**config.mk**
```make
export PLATFORM = sky130hd
export DESIGN_NAME = i2c_bus_arb
export DESIGN_NICKNAME = d
export VERILOG_FILES = /design/src/rtl/i2c_bus_arb_pkg.sv /design/src/rtl/i2c_rr_pick.sv /design/src/rtl/i2c_bus_arb.sv
export SDC_FILE = /design/constraint.sdc
export NUM_CORES = 1
export LEC_CHECK = 0
export ABC_AREA = 1
export CORE_MARGIN = 1.5
export CORE_UTILIZATION = 40
export DETAILED_ROUTE_END_ITERATION = 12
export HOLD_SLACK_MARGIN = 0.03
export PLACE_DENSITY = 0.85
export SETUP_SLACK_MARGIN = 0.5
export SYNTH_ARGS = -nofsm -noshare
export SYNTH_HDL_FRONTEND = slang
export SYNTH_SLANG_ARGS = --single-unit
```
**constraint.sdc**
```tcl
create_clock -name clk -period 1.5 [get_ports clk]
set_input_delay 0.375 -clock clk [delete_from_list [all_inputs] [get_ports clk]]
set_output_delay 0.375 -clock clk [all_outputs]
set_load 0.005 [all_outputs]
```
**src/rtl/i2c_bus_arb_pkg.sv**
```systemverilog
// -----------------------------------------------------------------------------
// i2c_bus_arb_pkg
//   Shared definitions for the two-requester I2C master arbiter: FSM state
//   encoding, requester indices and the default BUSY timeout.
// -----------------------------------------------------------------------------
package i2c_bus_arb_pkg;

    // Arbiter FSM states.
    typedef enum logic [1:0] {
        ST_IDLE  = 2'd0,
        ST_ISSUE = 2'd1,
        ST_BUSY  = 2'd2,
        ST_DONE  = 2'd3
    } arb_state_t;

    // Requester indices into every per-requester bus.
    localparam int unsigned REQ_RTC    = 0;
    localparam int unsigned REQ_EEPROM = 1;
    localparam int unsigned NUM_REQ    = 2;

    // i2c_clk cycles allowed in BUSY before the transfer is aborted.
    localparam int unsigned TIMEOUT_DEFAULT = 20000;

endpackage

```
**src/rtl/i2c_rr_pick.sv**
```systemverilog
// -----------------------------------------------------------------------------
// i2c_rr_pick
//   Two-way round-robin owner selection.
//   Ports:
//     req  [1:0]  request levels (bit0 RTC, bit1 EEPROM)
//     last        index of the most recently served requester
//     pick [1:0]  one-hot winner, zero when nobody requests
// -----------------------------------------------------------------------------
module i2c_rr_pick
    import i2c_bus_arb_pkg::*;
(
    input  logic [NUM_REQ-1:0] req,
    input  logic               last,
    output logic [NUM_REQ-1:0] pick
);

    always_comb begin
        // NOTE: a default assignment ahead of every branch keeps this purely
        // combinational; a path that leaves pick unassigned would infer a latch.
        pick = '0;
        if (req[REQ_RTC] && req[REQ_EEPROM]) begin
            // Contention: whoever was not served last wins.
            if (last == 1'(REQ_RTC))
                pick[REQ_EEPROM] = 1'b1;
            else
                pick[REQ_RTC] = 1'b1;
        end else begin
            // Zero or one requester: the request vector is already one-hot.
            pick = req;
        end
    end

endmodule

```
**src/rtl/i2c_bus_arb.sv**
```systemverilog
// -----------------------------------------------------------------------------
// i2c_bus_arb
//   Shares one I2C byte master between an RTC controller (requester 0) and an
//   EEPROM controller (requester 1). The winner's command is latched in IDLE,
//   launched with a one-cycle i2c_start, and completed by i2c_end or a timeout.
//   Ports:
//     clk, rst                      i2c_clk domain, synchronous active-high reset
//     req, req_wr_en, req_rd_en     per-requester request level and command
//     req_addr, req_wr_data         per-requester address / write byte, {req1, req0}
//     grant, done, err, rsp_data    ownership, completion pulse, status, read byte
//     i2c_start, wr_en, rd_en,
//     byte_addr, wr_data            command to the I2C master
//     i2c_end, rd_data              completion and read byte from the I2C master
// -----------------------------------------------------------------------------
module i2c_bus_arb
    import i2c_bus_arb_pkg::*;
#(
    parameter int unsigned TIMEOUT = TIMEOUT_DEFAULT
) (
    input  logic                 clk,
    input  logic                 rst,
    input  logic [NUM_REQ-1:0]   req,
    input  logic [NUM_REQ-1:0]   req_wr_en,
    input  logic [NUM_REQ-1:0]   req_rd_en,
    input  logic [NUM_REQ*16-1:0] req_addr,
    input  logic [NUM_REQ*8-1:0] req_wr_data,
    output logic [NUM_REQ-1:0]   grant,
    output logic [NUM_REQ-1:0]   done,
    output logic                 err,
    output logic [7:0]           rsp_data,
    output logic                 i2c_start,
    output logic                 wr_en,
    output logic                 rd_en,
    output logic [15:0]          byte_addr,
    output logic [7:0]           wr_data,
    input  logic                 i2c_end,
    input  logic [7:0]           rd_data
);

    // Wide enough to hold TIMEOUT itself, so the count never wraps.
    localparam int CNT_W = $clog2(TIMEOUT + 1);

    arb_state_t           r_state;
    logic [NUM_REQ-1:0]   r_grant;
    logic [NUM_REQ-1:0]   r_done;
    logic                 r_err;
    logic [7:0]           r_rsp_data;
    logic                 r_start;
    logic                 r_wr_en;
    logic                 r_rd_en;
    logic [15:0]          r_byte_addr;
    logic [7:0]           r_wr_data;
    logic                 r_owner;
    logic                 r_last;
    logic [CNT_W-1:0]     r_cnt;

    logic [NUM_REQ-1:0]   w_pick;
    logic                 w_owner;
    logic                 w_sel_wr;
    logic                 w_sel_rd;
    logic [15:0]          w_sel_addr;
    logic [7:0]           w_sel_wdata;

    i2c_rr_pick u_rr_pick (
        .req  (req),
        .last (r_last),
        .pick (w_pick)
    );

    // Command of the requester that would win this cycle.
    assign w_owner     = w_pick[REQ_EEPROM];
    assign w_sel_wr    = req_wr_en[w_owner];
    assign w_sel_rd    = req_rd_en[w_owner];
    assign w_sel_addr  = w_owner ? req_addr[31:16]   : req_addr[15:0];
    assign w_sel_wdata = w_owner ? req_wr_data[15:8] : req_wr_data[7:0];

    always_ff @(posedge clk) begin
        // NOTE: every register here uses <= so all of them update from the
        // values present before the edge, independent of statement order.
        if (rst) begin
            r_state     <= ST_IDLE;
            r_grant     <= '0;
            r_done      <= '0;
            r_err       <= 1'b0;
            r_rsp_data  <= '0;
            r_start     <= 1'b0;
            r_wr_en     <= 1'b0;
            r_rd_en     <= 1'b0;
            r_byte_addr <= '0;
            r_wr_data   <= '0;
            r_owner     <= 1'b0;
            r_last      <= 1'(REQ_EEPROM);   // requester 0 wins the first contention
            r_cnt       <= '0;
        end else begin
            // Pulse outputs fall back to zero unless a branch below raises them.
            r_start <= 1'b0;
            r_done  <= '0;
            r_err   <= 1'b0;

            case (r_state)
                ST_IDLE: begin
                    if (|req) begin
                        r_owner     <= w_owner;
                        r_grant     <= w_pick;
                        r_byte_addr <= w_sel_addr;
                        r_wr_data   <= w_sel_wdata;
                        r_wr_en     <= w_sel_wr;
                        r_rd_en     <= w_sel_rd & ~w_sel_wr;   // write wins a double command
                        r_rsp_data  <= '0;
                        if (w_sel_wr || w_sel_rd) begin
                            r_start <= 1'b1;
                            r_state <= ST_ISSUE;
                        end else begin
                            // No command at all: report an error without touching the bus.
                            r_done  <= w_pick;
                            r_err   <= 1'b1;
                            r_state <= ST_DONE;
                        end
                    end
                end

                ST_ISSUE: begin
                    r_cnt   <= '0;
                    r_state <= ST_BUSY;
                end

                ST_BUSY: begin
                    if (i2c_end) begin
                        r_done     <= r_grant;
                        r_rsp_data <= r_rd_en ? rd_data : 8'h00;
                        r_state    <= ST_DONE;
                    end else if (r_cnt == CNT_W'(TIMEOUT - 1)) begin
                        r_done     <= r_grant;
                        r_err      <= 1'b1;
                        r_rsp_data <= 8'h00;
                        r_state    <= ST_DONE;
                    end else begin
                        r_cnt <= r_cnt + CNT_W'(1);
                    end
                end

                ST_DONE: begin
                    // One DONE cycle gives the owner time to drop req before IDLE samples again.
                    r_grant <= '0;
                    r_wr_en <= 1'b0;
                    r_rd_en <= 1'b0;
                    r_last  <= r_owner;
                    r_state <= ST_IDLE;
                end

                default: r_state <= ST_IDLE;
            endcase
        end
    end

    assign grant     = r_grant;
    assign done      = r_done;
    assign err       = r_err;
    assign rsp_data  = r_rsp_data;
    assign i2c_start = r_start;
    assign wr_en     = r_wr_en;
    assign rd_en     = r_rd_en;
    assign byte_addr = r_byte_addr;
    assign wr_data   = r_wr_data;

endmodule

```
---- After elaboration in Yosys (flattened, before gate mapping) ----
Index checks and enable logic that the tools add are counted.
operators by class
  add/sub/neg operators ................... 1
  order comparisons ....................... 1
  equality and inequality tests ........... 8
  mux-type cells .......................... 39
  bitwise operators ....................... 4
  reductions and logical operators ........ 13
operators by type and width
  kind                     number
  $mux W8                  5
  $mux W15                 2
  $pmux W15 S2             1
  $mux W2                  10
  $mux W16                 1
  $pmux W8 S2              1
  $add A15 B1 Y15 const B  1
  $eq A15 B15 Y1 const B   1
  $mux W1                  13
  $pmux W2 S2              2
  $pmux W2 S4              1
  $ne A2 B2 Y1 const B     3
  $pmux W1 S2              3
  $reduce_and A2 Y1        3
  $reduce_and A3 Y1        2
  $reduce_bool A2 Y1       3
  $eq A2 B2 Y1 const B     2
  $ne A3 B3 Y1 const B     1
  $not A1 Y1               3
  $reduce_or A3 Y1         1
  $eq A2 B1 Y1 const B     1
  $logic_not A2 Y1         1
  $lt A1 B2 Y1 const B     1
  $reduce_or A2 Y1         1
  other kinds (3)          3
storage, ports and cells
  flip-flop bits (word level) ............. 59
  input port bits ......................... 65
  output and inout port bits .............. 40
  logic and storage cells ................. 79

---- Depth between registers and ports, before layout ----
  depth after elaboration ................. 8
  depth in mapped cells ................... 13
  depth with buffers taken out ............ 12

---- Cells and area by module ----
From an unflattened synthesis, not the netlist that was laid out.
unflattened totals
  cells, all modules ...................... 438
  area total of the unflattened synthesis .. 2997.9 µm²
modules (own cells, without submodules)
  module       times used  cells an instance  area each (µm²)  seq. area each (µm²)
  i2c_bus_arb  1           433                2976.6           1181.1
  i2c_rr_pick  1           5                  21.3             0.0

---- Least setup slack after synthesis ----
OpenSTA, ideal clock, no wires.
  kind .................................... register to register
  start ................................... register r_state[0]
  end ..................................... register r_cnt[0]
  setup time .............................. 0.129 ns
  arrival time ............................ 1.392 ns
  data required time ...................... 1.371 ns
  path slack .............................. -0.020 ns
  stages on the path, launching flop included .. 10
  buffers on the path ..................... 1
  period minus slack after synthesis ...... 1.520 ns
  cells stage by stage .................... dfxtp_1 inv_1 ha_1 inv_2 nor2_1 nand2_2 nand2_1 buf_2 nand2_1 nor3b_2
between the ends
  longest elaborated chain between the ends .. 3
  elaborated cells between the ends (all ways) .. 7
  those cells by class .................... eq/ne (4); mux (1); reduce/logical (2)
RTL lines
  element                                                              RTL line            source
  from (decl)                                                          i2c_bus_arb.sv:43   arb_state_t r_state;
  from (signal assigned)                                               i2c_bus_arb.sv:81   r_state <= ST_IDLE;
  from (signal assigned)                                               i2c_bus_arb.sv:112  r_state <= ST_ISSUE;
  from (signal assigned)                                               i2c_bus_arb.sv:117  r_state <= ST_DONE;
  $eq A2 B2 Y1 / $eq A2 B1 Y1 (equally long branches)                  i2c_bus_arb.sv:100  case (r_state)
  $ne A2 B2 Y1 (no line) / $reduce_bool A2 Y1 (equally long branches)  --
  $reduce_and A3 Y1 (no line)                                          --
  to (signal assigned)                                                 i2c_bus_arb.sv:138  r_cnt <= r_cnt + CNT_W'(1);
  to (decl)                                                            i2c_bus_arb.sv:55   logic [CNT_W-1:0] r_cnt;
Several ways; a longest one is shown, not always the timed one.
A chain may end at the register's enable or synchronous reset.

---- Worst setup path in the final report ----
  start ................................... register r_cnt[0]
  end ..................................... register r_cnt[13]
between the ends
  longest elaborated chain between the ends .. 4
  elaborated cells between the ends (all ways) .. 7
  those cells by class .................... add/sub (1); eq/ne (2); mux (3); reduce/logical (1)
RTL lines
  element          RTL line            source
  $add A15 B1 Y15  i2c_bus_arb.sv:138
  $mux W15         i2c_bus_arb.sv:132  end else if (r_cnt == CNT_W'(TIMEOUT - 1)) begin
  $mux W15         i2c_bus_arb.sv:128  if (i2c_end) begin
  $pmux W15 S2     i2c_bus_arb.sv:100
Several ways; a longest one is shown, not always the timed one. The select of a mux whose other input is x is not followed.

==> summary.md <==
| Metric | Value |
|---|---|
| Startpoint class of the critical path | `flop` |
| Least-Margin Pin Slew | `0.446 ns` |
| Unrepaired setup endpoints after global routing | `true` |
| Critical-path top delay cell | `dfxtp_2` |
| CP endpoint kind | `flop` |
| Remaining DRCs | `0` |
| Finished Layout Cells | `713` |
| Post-DP HPWL | `6320 um` |
| Crit. Startpoint | `r_cnt[0]` |
| Root buffer cell | `clkbuf_8` |
| Rows | `30` |
| Max Freq | `0.522 GHz` |
| Area leader, netlist | `dfxtp_1` |
| Synth area leaders | `dfxtp_1 41%, nand2_1 17%, o21ai_0 5.6%, nor2_1 5.4%, a31oi_1 5.2%` |
| Final Cycle Share | `128%` |
| Hold path start | `rsp_data[6]` |
| Hold Fails Final Rpt | `0` |
| Via count | `4504` |
| Clk_lat worst skew | `0.36 ns` |
| Metal2 WL | `roughly 8300 um` |
| Vias/cell | `6.32` |
| Slew Limit Headroom | `between 70% and 80%` |
| Seq/Total Area, Yosys | `about two fifths` |
| Area of the multi-input gates | `roughly 2100 um2` |
| Syn-to-layout area delta | `102%` |
| Met1 WL | `5900 um` |
| Max VDD drop | `0.00118 V` |
| Commonest non-fill, non-tap cell in the layout | `nand2_1` |
| CTS tree | `done` |
| CTS H-tree depth | `3` |
| Remaining antenna violation count | `0` |
| Cell mode on critical path | `nand2_1` |
| Critical-path cell list | `buf_4, nand3_1, nor2_1, inv_1, nor2_1, nand2_1, nor2_1, nand2_1, nand2_1, nand2_1, inv_1` |
| Design Area, Final | `a little under 6000 um2` |
| I/O Pins | `105` |
| Total power | `9.77 mW` |
| Fillers | `around 270` |
| Die width | `87.7 um` |
| Die area | `between 7000 and 8000 um2` |
| Top routing layer in use | `met4` |
| Post-Syn Instances | `426` |
| Min-Delay Path Class | `flop to flop` |
| Pwr/cell area | `roughly 1700 nW/um2` |
| Most frequent cells in the layout | `105 x nand2_1, 61 x clkdlybuf4s50_1, 55 x buf_4` |
| Top cell type's share of synthesized area | `41.2%` |
| Status | `finished with violations` |
| R2R Path Start | `r_cnt[0]` |
| Hold-fix buffers at CTS | `0` |
| WL/cell | `between 20 and 30 um` |
| Count of different cell masters after synthesis | `25` |
| Crit path largest cell delay | `0.38 ns` |
| Seq cells post-synth | `59` |
| Clk buf depth | `2` |
| Final min period | `between 1.5 and 2 ns` |
| First drt pass iteration count | `9` |
| Final #Nets | `roughly 680` |
| Syn nets | `roughly 500` |
| Vias in the first global route | `around 3800` |
| CTS buffer count | `9` |
| CP Class | `flop to flop` |
| Gr usage total | `31.3%` |
| First-pass GRT wire length | `18400 um` |
| Register area | `around 1200 um2` |
| WL final | `17900 um` |
| Core outline area | `6870 um2` |
| Dpl cells | `638` |
| Final WS setup | `-0.416 ns` |
| Initial Util | `41.8%` |
| Share of cells above drive strength 1 | `between 50% and 60%` |
| CP max FO | `3` |
| Leakage | `2.51 nW` |
| Fin. max-slew vios | `0` |
| Post-Route Utilization | `84.6%` |
| IO Port Bufs | `104` |
| Drt initial violations | `755` |
| Mapped Area | `2870 um2` |
| Clock slew at reported path FFs | `roughly 0.08 ns` |
| Met3 routed WL | `2040 um` |
| Max-Cap Viols | `0` |
| Synth Area per Inst | `6.74 um2` |
| # setup viols final | `32` |
| RePlAce Congestion | `between 0.8 and 0.9` |
| Critical path required time | `1.80 ns` |
| # diodes | `0` |
| Clock Sinks | `59` |
| Height of the die | `87.7 um` |
| Congestion Overflow GR | `0` |
| Syn. warnings | `0` |
| Failing checks | `negative setup slack` |
| Pin count of the biggest net entering global routing | `25` |
| Initial antenna violation count | `0` |
| WP data arrival | `2.22 ns` |
| Area of placed instances | `4340 um2` |
| Setup Skew | `0.0131 ns` |
cells in the mapped netlist:
cell type	number
nand4_1	1
a31oi_1	24
nand2_2	5
a21oi_2	1
dfxtp_1	59
o21ai_0	32
nand2_1	130
nand3_1	28
buf_1	1
nor2_4	1
or2_2	2
inv_2	2
nand2_4	1
buf_6	1
xor2_1	3
nor3b_2	1
inv_1	38
clkbuf_1	12
buf_12	1
buf_2	4
clkinv_1	1
ha_1	5
a21oi_1	29
nor3_1	3
nor2_1	41
through the flow:
step	hold WS, ns	worst slack (ns)	TNS (ns)
final	0.471	-0.416	-7.30
after global routing	0.482	-0.404	-8.35
after CTS	0.461	0.00395	0
after detailed placement	0.456	-0.359	-14.17
after global placement	0.451	-0.271	-11.54
after floorplan	0.439	0.122	0
cell type report:
cell class | count | area share (%)
clock buffer | 11 | 2.43
clock inverter | 5 | 0.904
inverter | 41 | 3.19
multi-input combinational | 308 | 36.6
sequential | 59 | 21.5
tap | 96 | 2.07
timing repair buffer | 193 | 33.4
worst max-delay path: cells and delay by family, from the launching register on:
kind / cells / cell delay (ns)
buffers and inverters: 3 / 0.34
flip-flops: 1 / 0.38
AND/OR/NAND/NOR: 8 / 1.12
report_power, final:
| part | leakage (nW) | internal (mW) | switching, mW |
|---|---|---|---|
| Sequential | 0.501 | 2.00 | 0.355 |
| Combinational | 1.91 | 2.78 | 3.06 |
| Clock | 0.0991 | 0.806 | 0.774 |
| Total | 2.51 | 5.58 | 4.19 |
layer usage:
metal | track usage (%) | vias to the layer above
met5 | 0 | -
met4 | 22.5 | 0
met3 | 6.69 | 181
met2 | 54.0 | 519
met1 | 33.9 | 2050
li1 | - | 1754
kinds of logic (layout without fill, tap and decap cells):
group	count (synthesis)	count (layout)	synth area share [%]
AO/OA/AOI/OAI	86	86	16.2
XOR/XNOR	3	3	0.916
adder cells (fa/ha/maj)	5	5	2.18
buffers and inverters	60	250	8.85
flip-flops	59	59	41.2
AND/OR/NAND/NOR	213	214	30.7
final timing paths:
path                                    end  slack (ns)  depth (start not counted)
worst max-delay path              r_cnt[13]       -0.42                         11
worst max register to register    r_cnt[13]       -0.42                         11
worst min register to register  rsp_data[6]        0.47                          2
worst min-delay path            rsp_data[6]        0.47                          2
registers in the layout, summed over array words and instances, names as in the netlist:
| signal | count |
|---|---|
| rd_en | 1 |
| r_owner | 1 |
| grant | 2 |
| r_cnt | 15 |
| done | 2 |
| wr_data | 8 |
| rsp_data | 8 |
| i2c_start | 1 |
| byte_addr | 16 |
| wr_en | 1 |
| r_state | 2 |
| r_last | 1 |
| err | 1 |
repair_timing:
action / 4_1_cts / 5_1_grt
endpoints found under the setup margin: 99 / 99
gates resized for setup: 279 / 135
setup buffers: 25 / 26
gates cloned: 5 / 3
pin swaps: 24 / 19
Note: power is estimated with default switching activity, not from simulation.
